<file path="src/rtl/frame_cmd_pkg.sv">
// Shared constants and types for the frame command scheduler: opcodes,
// parser/committer state encodings and the staged register-write entry.
package frame_cmd_pkg;

    localparam int unsigned REG_ADDR_W = 4;
    localparam int unsigned REG_DATA_W = 8;

    localparam logic [3:0] OP_WRITE  = 4'h1;
    localparam logic [3:0] OP_COMMIT = 4'h2;
    localparam logic [3:0] OP_CLEAR  = 4'h3;

    typedef enum logic [1:0] {
        P_IDLE = 2'd0,
        P_DATA = 2'd1,
        P_SKIP = 2'd2
    } parse_state_t;

    typedef enum logic [1:0] {
        C_IDLE  = 2'd0,
        C_WAIT  = 2'd1,
        C_DRAIN = 2'd2
    } commit_state_t;

    typedef struct packed {
        logic [REG_ADDR_W-1:0] addr;
        logic [REG_DATA_W-1:0] data;
    } reg_entry_t;

    localparam int unsigned ENTRY_W = $bits(reg_entry_t);

endpackage

</file>
<file path="src/rtl/frame_cmd_fifo.sv">
// Synchronous staging FIFO for register writes; head entry is visible
// combinationally so a pop and its data land in the same cycle.
module frame_cmd_fifo
#(
    parameter int unsigned DEPTH = 8,
    parameter int unsigned WIDTH = 12
) (
    input  logic                       clk,
    input  logic                       rst,
    input  logic                       push,
    input  logic [WIDTH-1:0]           push_data,
    input  logic                       pop,
    output logic [WIDTH-1:0]           pop_data,
    output logic                       full,
    output logic                       empty,
    output logic [$clog2(DEPTH):0]     count
);
    localparam int unsigned PTR_W = $clog2(DEPTH);
    localparam int unsigned CNT_W = PTR_W + 1;

    logic [WIDTH-1:0] mem [DEPTH];
    logic [PTR_W-1:0] wr_ptr;
    logic [PTR_W-1:0] rd_ptr;
    logic [CNT_W-1:0] count_q;
    logic             do_push;
    logic             do_pop;

    assign full     = (count_q == CNT_W'(DEPTH));
    assign empty    = (count_q == '0);
    assign count    = count_q;
    assign pop_data = mem[rd_ptr];
    assign do_push  = push & ~full;
    assign do_pop   = pop & ~empty;

    always_ff @(posedge clk) begin
        if (rst) begin
            wr_ptr  <= '0;
            rd_ptr  <= '0;
            count_q <= '0;
        end else begin
            if (do_push) wr_ptr <= wr_ptr + PTR_W'(1);
            if (do_pop)  rd_ptr <= rd_ptr + PTR_W'(1);
            case ({do_push, do_pop})
                2'b10:   count_q <= count_q + CNT_W'(1);
                2'b01:   count_q <= count_q - CNT_W'(1);
                default: count_q <= count_q;
            endcase
        end
    end

    // Storage carries no reset; only the pointers define validity.
    always_ff @(posedge clk) begin
        if (do_push) mem[wr_ptr] <= push_data;
    end

endmodule

</file>
<file path="src/rtl/frame_cmd_scheduler.sv">
// SPI command parser + vblank-aligned register-write committer.
// Optional FRAME_CMD_AUTO_COMMIT_EN: a vblank in idle with staged writes drains them.
module frame_cmd_scheduler
    import frame_cmd_pkg::*;
#(
    parameter int unsigned DEPTH  = 8,
    parameter int unsigned ADDR_W = REG_ADDR_W
) (
    input  logic              clk,
    input  logic              rst,
    input  logic              spi_cs_n,
    input  logic              byte_valid,
    input  logic [7:0]        byte_data,
    input  logic              vblank_start,
    output logic              reg_wr_en,
    output logic [ADDR_W-1:0] reg_wr_addr,
    output logic [7:0]        reg_wr_data,
    output logic              int_out,
    output logic              commit_pending,
    output logic              overflow
);
    localparam int unsigned CNT_W = $clog2(DEPTH) + 1;

    parse_state_t  p_state, p_next;
    commit_state_t c_state, c_next;

    logic [ADDR_W-1:0] wr_addr;
    logic [CNT_W-1:0]  drain_left;
    logic              commit_again;

    logic [3:0]        hdr_op_c;
    logic              write_hdr_c, commit_req_c, clear_req_c, data_byte_c;
    logic              push_c, drop_c;
    logic              pop_c, load_c, done_c, set_again_c;

    logic              fifo_full, fifo_empty;
    logic [CNT_W-1:0]  fifo_count;
    reg_entry_t        push_entry, head_entry;

    assign hdr_op_c   = byte_data[7:4];
    assign push_c     = data_byte_c & ~fifo_full;
    assign drop_c     = data_byte_c & fifo_full;
    assign push_entry = '{addr: wr_addr, data: byte_data};

    frame_cmd_fifo #(
        .DEPTH (DEPTH),
        .WIDTH (ENTRY_W)
    ) u_fifo (
        .clk       (clk),
        .rst       (rst),
        .push      (push_c),
        .push_data (push_entry),
        .pop       (pop_c),
        .pop_data  (head_entry),
        .full      (fifo_full),
        .empty     (fifo_empty),
        .count     (fifo_count)
    );

    // Parser: state register
    always_ff @(posedge clk) begin
        if (rst) p_state <= P_IDLE;
        else     p_state <= p_next;
    end

    // Parser: chip-select high always returns to idle, even mid-packet
    always_comb begin
        p_next = p_state;
        if (spi_cs_n) begin
            p_next = P_IDLE;
        end else if (p_state == P_IDLE && byte_valid) begin
            p_next = (hdr_op_c == OP_WRITE) ? P_DATA : P_SKIP;
        end
    end

    // Parser: per-byte actions
    always_comb begin
        write_hdr_c  = 1'b0;
        commit_req_c = 1'b0;
        clear_req_c  = 1'b0;
        data_byte_c  = 1'b0;
        if (!spi_cs_n && byte_valid) begin
            case (p_state)
                P_IDLE: begin
                    write_hdr_c  = (hdr_op_c == OP_WRITE);
                    commit_req_c = (hdr_op_c == OP_COMMIT);
                    clear_req_c  = (hdr_op_c == OP_CLEAR);
                end
                P_DATA:  data_byte_c = 1'b1;
                default: ;
            endcase
        end
    end

    // Write address advances on every data byte, including dropped ones
    always_ff @(posedge clk) begin
        if (rst)              wr_addr <= '0;
        else if (write_hdr_c) wr_addr <= byte_data[ADDR_W-1:0];
        else if (data_byte_c) wr_addr <= wr_addr + ADDR_W'(1);
    end

    // Committer: state register
    always_ff @(posedge clk) begin
        if (rst) c_state <= C_IDLE;
        else     c_state <= c_next;
    end

    // Committer: next state
    always_comb begin
        c_next = c_state;
        case (c_state)
            C_IDLE: begin
`ifdef FRAME_CMD_AUTO_COMMIT_EN
                if (vblank_start && !fifo_empty) c_next = C_DRAIN;
                else
`endif
                if (commit_req_c) c_next = C_WAIT;
            end
            C_WAIT: begin
                if (vblank_start) c_next = fifo_empty ? C_IDLE : C_DRAIN;
            end
            C_DRAIN: begin
                if (drain_left == '0) c_next = (commit_again || commit_req_c) ? C_WAIT : C_IDLE;
            end
            default: c_next = C_IDLE;
        endcase
    end

    // Committer: first pop happens on the vblank cycle itself so writes start at t+1
    always_comb begin
        pop_c       = 1'b0;
        load_c      = 1'b0;
        done_c      = 1'b0;
        set_again_c = 1'b0;
        case (c_state)
            C_IDLE: begin
`ifdef FRAME_CMD_AUTO_COMMIT_EN
                if (vblank_start && !fifo_empty) begin
                    pop_c       = 1'b1;
                    load_c      = 1'b1;
                    set_again_c = commit_req_c;
                end
`endif
            end
            C_WAIT: begin
                if (vblank_start) begin
                    if (fifo_empty) begin
                        done_c = 1'b1;
                    end else begin
                        pop_c  = 1'b1;
                        load_c = 1'b1;
                    end
                end
            end
            C_DRAIN: begin
                if (drain_left != '0) begin
                    pop_c       = 1'b1;
                    set_again_c = commit_req_c;
                end else begin
                    done_c = 1'b1;
                end
            end
            default: ;
        endcase
    end

    // drain_left counts pops still owed after the current one
    always_ff @(posedge clk) begin
        if (rst) begin
            drain_left   <= '0;
            commit_again <= 1'b0;
        end else begin
            if (load_c)     drain_left <= fifo_count - CNT_W'(1);
            else if (pop_c) drain_left <= drain_left - CNT_W'(1);
            if (done_c)           commit_again <= 1'b0;
            else if (set_again_c) commit_again <= 1'b1;
        end
    end

    // Registered outputs; interrupt/overflow set takes priority over CLEAR
    always_ff @(posedge clk) begin
        if (rst) begin
            reg_wr_en      <= 1'b0;
            reg_wr_addr    <= '0;
            reg_wr_data    <= '0;
            int_out        <= 1'b0;
            commit_pending <= 1'b0;
            overflow       <= 1'b0;
        end else begin
            reg_wr_en <= pop_c;
            if (pop_c) begin
                reg_wr_addr <= head_entry.addr;
                reg_wr_data <= head_entry.data;
            end
            if (done_c)           int_out <= 1'b1;
            else if (clear_req_c) int_out <= 1'b0;
            if (drop_c)           overflow <= 1'b1;
            else if (clear_req_c) overflow <= 1'b0;
            commit_pending <= (c_next != C_IDLE);
        end
    end

endmodule
</file>
<file path="config.mk">
export PLATFORM = sky130hd
export DESIGN_NAME = frame_cmd_scheduler
export DESIGN_NICKNAME = d
export VERILOG_FILES = /design/src/rtl/frame_cmd_pkg.sv /design/src/rtl/frame_cmd_fifo.sv /design/src/rtl/frame_cmd_scheduler.sv
export SDC_FILE = /design/constraint.sdc
export NUM_CORES = 1
export LEC_CHECK = 0
export CAP_MARGIN = 10
export CORE_MARGIN = 2
export CORE_UTILIZATION = 55
export DETAILED_ROUTE_END_ITERATION = 7
export PLACE_DENSITY = 0.85
export SLEW_MARGIN = 20
export SYNTH_ARGS = -nofsm -noshare
export SYNTH_HDL_FRONTEND = slang
export SYNTH_SLANG_ARGS = --single-unit
export TNS_END_PERCENT = 10
</file>
<file path="constraint.sdc">
create_clock -name clk -period 6.1 [get_ports clk]
set_input_delay 1.22 -clock clk [delete_from_list [all_inputs] [get_ports clk]]
set_output_delay 1.22 -clock clk [all_outputs]
set_load 0.01 [all_outputs]
</file>
==> run summary <==
Sum Neg Setup Slack: 0 ns
ant diodes: 0
crit-path max FO: 29
die area: 0.0111 mm²
final hold vios: 0
RSZ-0062 raised after global routing: no
worst skew pair latency: 0.53 ns
post-synth cell types: 47
core outline area: 0.00986 mm²
Post-synth EDFFs: 96
highest-delay cell along the critical path: or4b_2
CTS Buffer Depth: 2
Max H-tree Level: 4
period utilization: 58.3%
Initial Util: 57.0%
Relative slew margins: 31.2%
port bufs: 28
Final Util: 66.8%
via count: 3,425
VDD IR max: 0.170 mV
hold_sp: overflow
CTS hold repair buffers: 0
Hold Crit Class: reg2reg
DP Area: 0.00602 mm²
drt drc: 0
Critical Path RT: 6.50 ns
Clk pin slew, worst setup/hold paths: 0.06 ns
synthesis-stage register bit count: 135
CTS buffer count: 17
CP bufs+invs: 1
post-synthesis cell area: 0.00563 mm²
post-synthesis sequential area ratio: 65.1%
worst clock skew: 0.00703 ns
Static Leak: 2.12 nW
# setup viols final: 0
critical path class: in2reg
min Tclk post-route: 3.55 ns
slew of the pin with the lowest slew margin: 1.03 ns
DRT Pass-1 Iters: 5
max incr delay on CP: 0.59 ns
Final nets: 426
RR Startpoint: u_fifo.count[0]
status: completed
vias per cell: 6.25
vias in the first global route: 3,518
max-cap viol count: 0
Most used DFF post-synth: edfxtp_1
initial antenna violation count: 0
pwr/cell area: 299 mW/mm²
CP endpoint kind: flip-flop
Yosys top cell area share: 51.2%
die width: 105 µm
gr usage total: 24.1%
setup bufs post-CTS: 0
CP arrival: 3.95 ns
CTS tree: done
largest net degree at the start of global routing: 45
Slew Limit Fails: 0
first-pass GRT wire length: 19.6 mm
FMAX: 281 MHz
Routed WL per cell: 22.5 µm
Detailed Place HPWL: 7.03 mm
Die Ht: 105 µm
Post-DRT Antenna Nets: 0
CTS-repair resized insts: 0
IO Count: 29
largest area contributor in the netlist: edfxtp_1
clock sinks: 135
Synth warnings: 0
most common cell in the netlist: edfxtp_1
Detailed Route WL: 12.3 mm
layout cells sized above 1: 19.5%
syn avg cell area: 15.2 µm²
synthesized instance count: 370
fill cell count: 600
placer congestion estimate: 0.854
Root Buffer: clkbuf_8
synth top area cells: edfxtp_1 (51%), dfxtp_1 (14%), mux4_2 (9.6%), mux2i_1 (2.7%), ha_1 (2.4%)
post-route cell area: 0.00659 mm²
most common library cells after synthesis: edfxtp_1 (96), dfxtp_1 (39), mux4_2 (24)
Critical Path Start: vblank_start
cell breakdown of the critical path: clkdlybuf4s50_1 > a32o_2 > and3_1 > ha_1 > or4b_2 > a21oi_1 > xnor2_1 > nor2_1
GRT overflow: 0
Layout area overhead: 17.1%
DRT iter0 DRCs: 398
Rows: 36
Post-Syn Nets: 394
CP delay by family, top: simple AND/OR/NAND/NOR gates
startpoint types: input port
ys async rst share: 0%
## power breakdown
part	internal, mW	total (mW)	switching, mW
clock network	0.550	0.960	0.411
logic	0.0112	0.0311	0.0199
registers	0.978	0.980	0.00167
total	1.54	1.97	0.432
## sequential cells by signal, indices dropped and copies added (netlist names)
name / cells
u_fifo.mem: 96
reg_wr_data: 8
drain_left: 4
reg_wr_addr: 4
u_fifo.count: 4
wr_addr: 4
u_fifo.rd_ptr: 3
u_fifo.wr_ptr: 3
c_state: 2
p_state: 2
commit_again: 1
commit_pending: 1
int_out: 1
overflow: 1
reg_wr_en: 1
## area by class of cell
cell class / count / area (µm²) / area share (%)
Sequential cell: 135 / 3660 / 55.7
Clock buffer: 17 / 414 / 6.29
Multi-Input combinational cell: 204 / 1830 / 27.8
Inverter: 10 / 37.5 / 0.570
Tap cell: 133 / 166 / 2.53
Timing Repair Buffer: 34 / 325 / 4.94
Clock inverter: 15 / 145 / 2.20
## worst register-to-register path, stage by stage (launching register included)
cell	delay, ns
dfxtp_1	0.48
inv_1	0.09
ha_1	0.31
or3b_4	0.31
a32o_2	0.57
and3_1	0.36
ha_1	0.28
or4b_2	0.60
a21oi_1	0.17
xnor2_1	0.14
nor2_1	0.05
## logic make-up (layout without fill, tap and decap cells)
| group | after synthesis | in the layout | synth area share, % |
|---|---|---|---|
| DFF | 135 | 135 | 65.1 |
| and+or+nand+nor | 90 | 90 | 8.70 |
| AOI/OAI and AO/OA | 52 | 52 | 6.69 |
| muxes | 41 | 41 | 12.7 |
| buffers and inverters | 31 | 76 | 2.74 |
| adders and majority gates | 11 | 11 | 2.45 |
| xor gates and xnor gates | 10 | 10 | 1.56 |
## final timing paths
| kind | cells past startpoint | slack [ns] | endpoint |
|---|---|---|---|
| min reg2reg | 2 | 0.45 | overflow |
| min | 2 | 0.45 | overflow |
| max | 8 | 2.55 | u_fifo.count[3] |
| max reg2reg | 10 | 2.62 | u_fifo.count[3] |
## routing by layer
layer | GRT usage, % | vias to the layer above | routed length (µm) | share of wire, %
li1 | - | 1519 | - | -
met1 | 29.8 | 1703 | 4770 | 39
met2 | 40.4 | 175 | 6400 | 52
met3 | 6.05 | 28 | 878 | 7.1
met4 | 9.71 | 0 | 271 | 2.2
met5 | 0 | - | 0 | 0
## metrics by stage
| step | setup slack (ns) | hold slack, ns | power, mW | instances |
|---|---|---|---|---|
| floorplan | 2.49 | 0.481 | 1.01 | 370 |
| global placement | 2.12 | 0.448 | 1.03 | 516 |
| detailed placement | 2.08 | 0.447 | 1.03 | 516 |
| CTS | 2.59 | 0.456 | 1.98 | 548 |
| global route | 2.39 | 0.474 | 2.02 | 548 |
| finish | 2.55 | 0.451 | 1.97 | 548 |
## cell usage in the layout (no fill, tap or decap), drive strengths merged, types with 4 or more instances in the layout
master | netlist | final
nand2 | 13 | 13
a211oi | 6 | 6
nand2b | 5 | 5
a311oi | 12 | 12
clkdlybuf4s50 | 0 | 28
mux4 | 24 | 24
nor2b | 4 | 4
nor3 | 12 | 12
clkinv | 0 | 9
nor2 | 23 | 23
dfxtp | 39 | 39
clkbuf | 12 | 17
mux2i | 15 | 15
nand3 | 6 | 6
buf | 9 | 6
ha | 11 | 11
edfxtp | 96 | 96
nand4 | 4 | 4
inv | 10 | 15
a21oi | 20 | 20
xor2 | 7 | 7
Note: power is estimated with default switching activity, not from simulation.
==> RTL edit (config.mk and constraints unchanged) <==
Put one more register stage on the output `reg_wr_addr`, without a reset. The value now appears one clock later. The other outputs are not delayed to match.
--- a/src/rtl/frame_cmd_scheduler.sv
+++ b/src/rtl/frame_cmd_scheduler.sv
@@ -23,2 +23,4 @@
 
+    logic [ADDR_W-1:0] reg_wr_addr_s0;
+
     parse_state_t  p_state, p_next;
@@ -183,3 +185,3 @@
             reg_wr_en      <= 1'b0;
-            reg_wr_addr    <= '0;
+            reg_wr_addr_s0 <= '0;
             reg_wr_data    <= '0;
@@ -191,3 +193,3 @@
             if (pop_c) begin
-                reg_wr_addr <= head_entry.addr;
+                reg_wr_addr_s0 <= head_entry.addr;
                 reg_wr_data <= head_entry.data;
@@ -202,2 +204,6 @@
 
+    always_ff @(posedge clk) begin
+        reg_wr_addr <= reg_wr_addr_s0;
+    end
+
 endmodule
Behaviour: not the same (a bounded check fails within 10 cycles, from zero or initial values and one cycle with rst high).
==> RTL edit against the original RTL <==
Non-clock buffer count increased by 4. Utilization fell by 0.91 points. Wire length decreased by 7.8%. Synthesized area up 1.4%. Final area up 1.8%. Worst setup slack got worse by 0.020 ns. Count of clock-buffer cells in the layout up 7. Highest routed layer unchanged. Sequential cell count grew 4. Total power is 3.0% higher. Clock power rose by 3.5%. Largest power group unchanged.
==> RTL edit: results (changes against the original RTL) <==
| Metric | Value |
|---|---|
| Post-placement cell count | `527 (+2.1%)` |
| Final net count | `434 (+1.9%)` |
| All-Layer GR Usage | `0.2195 (-0.02100)` |
| HPWL after DPL | `6741 um (-4.1%)` |
| R2r setup slk | `2.61 ns (about the same)` |
| Max Clock Skew | `0.009122 ns (+0.002096 ns)` |
| Psw | `400.1 uW (-7.4%)` |
| Pleak | `2.174 nW (+2.7%)` |
| Synth top area cells | `edfxtp_1 51%, dfxtp_1 15%, mux4_2 9.5%` |
| Syn_nets | `398 (+1.0%)` |
| Final non-filler cell total | `559 (+2.0%)` |
| Final instance area | `6706 um2 (+1.8%)` |
| Worst path arrival time | `3.97 ns (+0.02 ns)` |
| WHS | `0.3528 ns (-0.09820 ns)` |
| Grt met3 use | `0.05999 (-0.0005239)` |
| Slew at the pin with the worst max-slew slack | `1.090 ns (+0.06266 ns)` |
| GP Congestion | `0.7627 (-11%)` |
| Placed cell areas | `6121 um2 (+1.7%)` |
| Fillers | `659 (+9.8%)` |
| Status | `complete, no violations` |
| Vias in the first global route | `3437 (-2.3%)` |
| Worst vdd ir | `0.0001988 V (+17%)` |
| Wirelength per Cell | `20.33 um (-9.6%)` |
| Met2 WL post-DR | `5653 um (-12%)` |
| Met2 Resource Use GR | `0.3456 (-0.05883)` |
| Hold_sp | `reg_wr_addr_s0[3]$_SDFFE_PP0P_` |
| Met3 routed WL | `642 um (-27%)` |
| Setup ws final | `2.526 ns (-0.01970 ns)` |
| Via density | `6.036 (-3.4%)` |
| P_comb | `29.8 uW (-4%)` |
[RTL edit: cells by family after synthesis]
| family | count (synthesis) |
|---|---|
| multiplexers | 41 |
| flip-flops | 139 |
| AND/OR/NAND/NOR | 90 |
| buffers and inverters | 31 |
| adder cells (fa/ha/maj) | 11 |
| AO/OA/AOI/OAI | 52 |
| XOR/XNOR | 10 |
[RTL edit: layout make-up]
| cell class | count | area share |
|---|---|---|
| flip-flops and latches | 139 | 0.5582 |
| multi-input cells | 204 | 0.2709 |
| clock buffers | 24 | 0.07500 |
| repair buffers | 38 | 0.05299 |
| well taps | 136 | 0.02537 |
| clock inverters | 8 | 0.01194 |
| inverters | 10 | 0.005597 |
[RTL edit: worst max-delay path, cell delays in order]
cell	delay, ns
clkdlybuf4s50_1	0.54
a32o_2	0.60
and3_1	0.37
ha_1	0.27
or4b_2	0.59
a21oi_1	0.19
xnor2_1	0.14
nor2_1	0.05
